`src/rtl/instr_fetch_if.sv`:
```
// Instruction-memory request/acknowledge bus between the fetch stage (master)
// and the instruction memory (slave).
interface instr_fetch_if;
    logic        imem_req;
    logic [63:0] imem_addr;
    logic        imem_ack;
    logic [31:0] imem_rdata;

    modport master (output imem_req, output imem_addr, input imem_ack, input imem_rdata);
    modport slave  (input imem_req, input imem_addr, output imem_ack, output imem_rdata);
endinterface

```
`src/rtl/instr_fetch.sv`:
```
// LEGv8 instruction fetch stage: PC register, req/ack fetch FSM and branch target logic.
// Optional FETCH_PERF_CNT_EN adds free-running fetch and stall counters.
module instr_fetch #(
    parameter logic [63:0] RESET_PC = 64'h0,
    parameter logic [63:0] PC_STEP  = 64'd4
) (
    input  logic         clk,
    input  logic         rst,
    instr_fetch_if.master imem,
    input  logic         stall_i,
    input  logic         branch_i,
    input  logic         uncond_branch_i,
    input  logic         zero_i,
    input  logic [63:0]  sext_imm_i,
    output logic [31:0]  instr_o,
    output logic [10:0]  opcode_o,
    output logic         instr_valid_o,
`ifdef FETCH_PERF_CNT_EN
    output logic [31:0]  fetch_count_o,
    output logic [31:0]  stall_count_o,
`endif
    output logic [63:0]  pc_o
);

    localparam logic [1:0] S_IDLE = 2'd0;
    localparam logic [1:0] S_REQ  = 2'd1;
    localparam logic [1:0] S_EXEC = 2'd2;

    logic [1:0]  state_q, state_d;
    logic [63:0] pc_q, pc_d;
    logic [63:0] pc_out_q, pc_out_d;
    logic [31:0] instr_q, instr_d;
    logic        valid_q, valid_d;
    logic        taken;

    assign taken = uncond_branch_i | (branch_i & zero_i);

    always_comb begin
        // NOTE: every next-state signal takes its hold value first so no path infers a latch.
        state_d  = state_q;
        pc_d     = pc_q;
        pc_out_d = pc_out_q;
        instr_d  = instr_q;
        valid_d  = valid_q;
        case (state_q)
            S_IDLE: state_d = S_REQ;
            S_REQ: begin
                if (imem.imem_ack) begin
                    instr_d  = imem.imem_rdata;
                    pc_out_d = pc_q;
                    valid_d  = 1'b1;
                    state_d  = S_EXEC;
                end
            end
            S_EXEC: begin
                // Branch operands are only meaningful on the retiring edge.
                if (!stall_i) begin
                    valid_d = 1'b0;
                    state_d = S_REQ;
                    pc_d    = taken ? pc_out_q + (sext_imm_i << 2) : pc_out_q + PC_STEP;
                end
            end
            default: state_d = S_IDLE;
        endcase
    end

    always_ff @(posedge clk or posedge rst) begin
        if (rst) begin
            state_q  <= S_IDLE;
            pc_q     <= RESET_PC;
            pc_out_q <= RESET_PC;
            instr_q  <= 32'h0;
            valid_q  <= 1'b0;
        end else begin
            // NOTE: non-blocking so all state registers update together from pre-edge values.
            state_q  <= state_d;
            pc_q     <= pc_d;
            pc_out_q <= pc_out_d;
            instr_q  <= instr_d;
            valid_q  <= valid_d;
        end
    end

    // Request is decoded from state so an async reset drops it immediately.
    assign imem.imem_req  = (state_q == S_REQ);
    assign imem.imem_addr = pc_q;
    assign instr_o        = instr_q;
    assign opcode_o       = instr_q[31:21];
    assign instr_valid_o  = valid_q;
    assign pc_o           = pc_out_q;

`ifdef FETCH_PERF_CNT_EN
    logic [31:0] fetch_cnt_q, stall_cnt_q;

    always_ff @(posedge clk or posedge rst) begin
        if (rst) begin
            fetch_cnt_q <= 32'h0;
            stall_cnt_q <= 32'h0;
        end else begin
            if (state_q == S_REQ && imem.imem_ack)
                fetch_cnt_q <= fetch_cnt_q + 32'd1;
            if ((state_q == S_REQ && !imem.imem_ack) || (state_q == S_EXEC && stall_i))
                stall_cnt_q <= stall_cnt_q + 32'd1;
        end
    end

    assign fetch_count_o = fetch_cnt_q;
    assign stall_count_o = stall_cnt_q;
`endif

endmodule
```
`src/flat_wrapper.sv`:
```
// flat-port wrapper written by rule: the top's interface ports become plain ports
module instr_fetch_flat 
#(
    parameter logic [63:0] RESET_PC = 64'h0,
    parameter logic [63:0] PC_STEP  = 64'd4
)
  (clk, rst, stall_i, branch_i, uncond_branch_i, zero_i, sext_imm_i, instr_o, opcode_o, instr_valid_o, pc_o, imem_imem_req, imem_imem_addr, imem_imem_ack, imem_imem_rdata);
  instr_fetch_if imem_i ();
  input  logic clk;
  input  logic rst;
  input  logic stall_i;
  input  logic branch_i;
  input  logic uncond_branch_i;
  input  logic zero_i;
  input  logic [63:0] sext_imm_i;
  output logic [31:0] instr_o;
  output logic [10:0] opcode_o;
  output logic instr_valid_o;
  output logic [63:0] pc_o;
  output wire logic [$bits(imem_i.imem_req)-1:0] imem_imem_req;
  output wire logic [$bits(imem_i.imem_addr)-1:0] imem_imem_addr;
  input wire logic [$bits(imem_i.imem_ack)-1:0] imem_imem_ack;
  input wire logic [$bits(imem_i.imem_rdata)-1:0] imem_imem_rdata;
  assign imem_imem_req = imem_i.imem_req;
  assign imem_imem_addr = imem_i.imem_addr;
  assign imem_i.imem_ack = imem_imem_ack;
  assign imem_i.imem_rdata = imem_imem_rdata;
  instr_fetch #(.RESET_PC(RESET_PC), .PC_STEP(PC_STEP)) u_core (.clk(clk), .rst(rst), .imem(imem_i), .stall_i(stall_i), .branch_i(branch_i), .uncond_branch_i(uncond_branch_i), .zero_i(zero_i), .sext_imm_i(sext_imm_i), .instr_o(instr_o), .opcode_o(opcode_o), .instr_valid_o(instr_valid_o), .pc_o(pc_o));
endmodule
```
`config.mk`:
```
export PLATFORM = sky130hd
export DESIGN_NAME = instr_fetch_flat
export DESIGN_NICKNAME = d
export VERILOG_FILES = /design/src/rtl/instr_fetch_if.sv /design/src/rtl/instr_fetch.sv /design/src/flat_wrapper.sv
export SDC_FILE = /design/constraint.sdc
export NUM_CORES = 1
export LEC_CHECK = 0
export CORE_UTILIZATION = 44
export DETAILED_ROUTE_END_ITERATION = 8
export PLACE_DENSITY = 0.77
export SLEW_MARGIN = 40
export SYNTH_ARGS = -nofsm -noshare
export SYNTH_HDL_FRONTEND = slang
export SYNTH_SLANG_ARGS = --single-unit
```
`constraint.sdc`:
```
create_clock -name clk -period 6.3 [get_ports clk]
set_clock_uncertainty 0.2 [all_clocks]
set_input_delay 1.575 -clock clk [delete_from_list [all_inputs] [get_ports clk]]
set_output_delay 1.575 -clock clk [all_outputs]
set_load 0.02 [all_outputs]
```
==> impl_results.md <==
- Status: finished, violations left
- Failing checks: DRC
- Commonest non-fill, non-tap cells in the layout: 273 x clkdlybuf4s50_1, 163 x dfrtp_1, 125 x nand2_1
- Worst stage delay on the critical path: 0.51 ns
- M1 WL: 12200 um
- Die Width: 152 um
- Synth Register Bits: 163
- Cells after synthesis: 1036
- Total GRT Usage: 24.3%
- Crit path launch type: primary input
- Top FF cell, synth: dfrtp_1
- Final hold viol count: 0
- Routed wl met3: 1600 um
- Gpl congestion: 0.909
- Synth top area share: 41.0%
- Reg clk slew, reported paths: 0.08 ns
- Mean Syn Cell Area: 9.60 sq um
- Hold Slack: 0.286 ns
- Setup slack, reg-to-reg: 2.78 ns
- Port buffer count: 273
- Total Nets Final: 1442
- Post-placement cell area: 12900 sq um
- WL met2: 13700 um
- Top post-synthesis cells by area: dfrtp_1 41%, mux2_2 11%, ha_1 7.7%
- Vias: 8636
- Finished Cell Area: 13500 sq um
- Seq/Total Area, Yosys: 41.0%
- Vias in the first global route: 8682
- Max-cap violation count: 0
- R2R cell count: 12
- Sink Count: 163
- CTS tree: done
- Setup ws final: 0.871 ns
- Post_cts resized: 0
- Mapped cell area: 9950 sq um
- Full die area: 23200 sq um
- Cts hold-fix bufs: 0
- Syn nets: 1201
- CP max-delay cell: or3b_2
- Fillers: 1861
- Worst EP arrival: 5.50 ns
- Worst Setup EP: u_core.imem.imem_addr[35]$_DFFE_PP0P_
- Rel. slew slack: 52.9%
- HPWL Detailed: 20800 um
- Setup TNS: 0 ns
- DP Cell Count: 1538
- Post-synth EDFFs: 0
- First-pass GRT wire length: 45200 um
- Final Setup Violations: 0
- Fmax: 184 MHz
- Peak supply drop: 0.000212 V
- Crit-path max FO: 13
- Grt ovf: 0
- Wirelength per Cell: 17.8 um
- Asr flop ratio synth: 100%
- Worst skew pair latency: 0.44 ns
- # IOs: 276
- Setup Buffers After CTS: 0
- Drt drc: 17
- Library cell with the largest summed area after synthesis: dfrtp_1
- Final ANT Viol Nets: 0
- Pleak: 5.76 nW
- Maximum clock path buffer count: 2
- Minimum clock period: 5.43 ns
- Slew @ Worst Pin: 0.706 ns
- Crit path from: branch_i
- WL final: 28000 um
- Final std cells w/o fill: 1571
- RSZ-0062 raised after global routing: no
- Initial drt markers: 415
- Crit end category: flop
- Most common cell after layout, fill and taps aside: clkdlybuf4s50_1
- CTS Buf Count: 17
- Max-slew violations: 0
- Synth warn: 0
- DR top layer: met4
- Row Count: 54
- Pin count of the biggest net entering global routing: 88
- Post-synthesis cell type count: 57
- Req. time, crit path: 6.38 ns
- Area growth syn-to-layout: 35.9%
- DR pass1 iterations: 9
- Hold/Removal Path Class: flop to flop
- Critical Path, Cell by Cell: clkdlybuf4s50_1, a21oi_4, buf_4, nor2b_1, ha_1, a21oi_1, o21ai_0, a211oi_4, a21oi_1, or3b_2, a211oi_1, o211ai_1, xnor2_1, o21ai_0
- P per Cell Area: 497 nW/um^2
- Final period utilization: 86.2%
- CTS root buf: clkbuf_16
- Initial core utilization: 45.2%
- Worst R2R End: u_core.imem.imem_addr[60]$_DFFE_PP0P_
- Pre-CTS WS: 0.487 ns
- Initial antenna violation count: 1
- H-tree depth: 4
- Die Ht: 152 um
- Area of the core: 22000 sq um
- FF-to-FF Start: u_core.pc_o[2]$_DFFE_PP0P_
- Critical path class: primary input to flop
- Vias/cell: 5.50
- Layout cells sized above 1: 12.0%
==> cell families (layout without fill, tap and decap cells) <==
logic type | Yosys count | in the layout | synth area share [%]
simple gates | 308 | 308 | 15.2
mux | 96 | 96 | 10.9
fa+ha+maj | 62 | 62 | 7.88
other cells | 0 | 1 | 0
flops | 163 | 163 | 41.0
xor+xnor | 52 | 52 | 4.58
compound gates | 276 | 276 | 17.0
buf+inv | 79 | 333 | 3.47
==> state kept, by name (all words and copies together), names as in the netlist <==
name	count
u_core.imem.imem_addr	64
u_core.pc_o	64
u_core.instr_o	32
u_core.state_q	2
u_core.instr_valid_o	1
==> how the worst min path moves through the flow <==
stage	to	cells after the start	slack, ns	start
floorplan	u_core.state_q[1]$_DFFE_PP0P_	1	0.28	u_core.state_q[0]$_DFFE_PP0P_
global placement	u_core.instr_valid_o$_DFFE_PP0P_	2	0.26	u_core.instr_valid_o$_DFFE_PP0P_
detailed placement	u_core.instr_valid_o$_DFFE_PP0P_	2	0.27	u_core.instr_valid_o$_DFFE_PP0P_
CTS	u_core.instr_valid_o$_DFFE_PP0P_	2	0.29	u_core.instr_valid_o$_DFFE_PP0P_
global route	u_core.instr_o[16]$_DFFE_PP0P_	1	0.32	u_core.instr_o[16]$_DFFE_PP0P_
finish	u_core.instr_valid_o$_DFFE_PP0P_	2	0.29	u_core.instr_valid_o$_DFFE_PP0P_
==> area by class of cell <==
cell class / instances / area, sq um / area share, %
inverters: 18 / 75.1 / 0.555
flip-flops and latches: 163 / 4080 / 30.2
well taps: 280 / 350 / 2.59
clock buffers: 17 / 425 / 3.15
multi-input cells: 794 / 5560 / 41.1
diodes: 1 / 2.50 / 0.0185
clock inverters: 15 / 206 / 1.53
repair buffers: 283 / 2820 / 20.9
==> critical path, delay by kind of cell <==
kind,cells,cell delay [ns]
compound gates,8,2.04
buf+inv,2,0.71
simple gates,2,0.57
fa+ha+maj,1,0.35
xor+xnor,1,0.23
==> per-layer routing <==
metal / vias to the layer above / track usage [%]
met5: - / 0
met3: 28 / 5.01
met1: 4145 / 31.2
li1: 4194 / -
met4: 0 / 6.80
met2: 269 / 41.3
==> power by group <==
part           leakage [nW]  switching [mW]  total (mW)  internal (mW)
clock                 0.309           0.514        1.13          0.612
sequential             2.04           0.372        1.88           1.51
combinational          3.41            1.97        3.71           1.74
==> metrics by stage <==
step                total power, mW  utilization [%]
global placement               5.53             58.4
detailed placement             5.60             58.5
global route                   7.13             61.4
floorplan                      4.09                -
finish                         6.72             61.4
CTS                            6.75             61.3
==> cells in the mapped netlist (all sizes together) (3+ instances only) <==
cell    instances
clkbuf         36
buf            25
nand2b          9
or4             3
o21a            8
nand3          14
xnor2          28
nor2           34
a31oi          12
dfrtp         163
o31ai          10
or3b            3
a21o           14
and2            8
a21oi          81
o21ai          95
o211ai          4
nand4          19
nor3           13
nand2         126
a21boi          6
xor2           24
ha             61
a211oi         12
o21bai         15
inv            18
mux2           96
nor2b          64
nor4            5
Power figures use the tool's default switching activity.
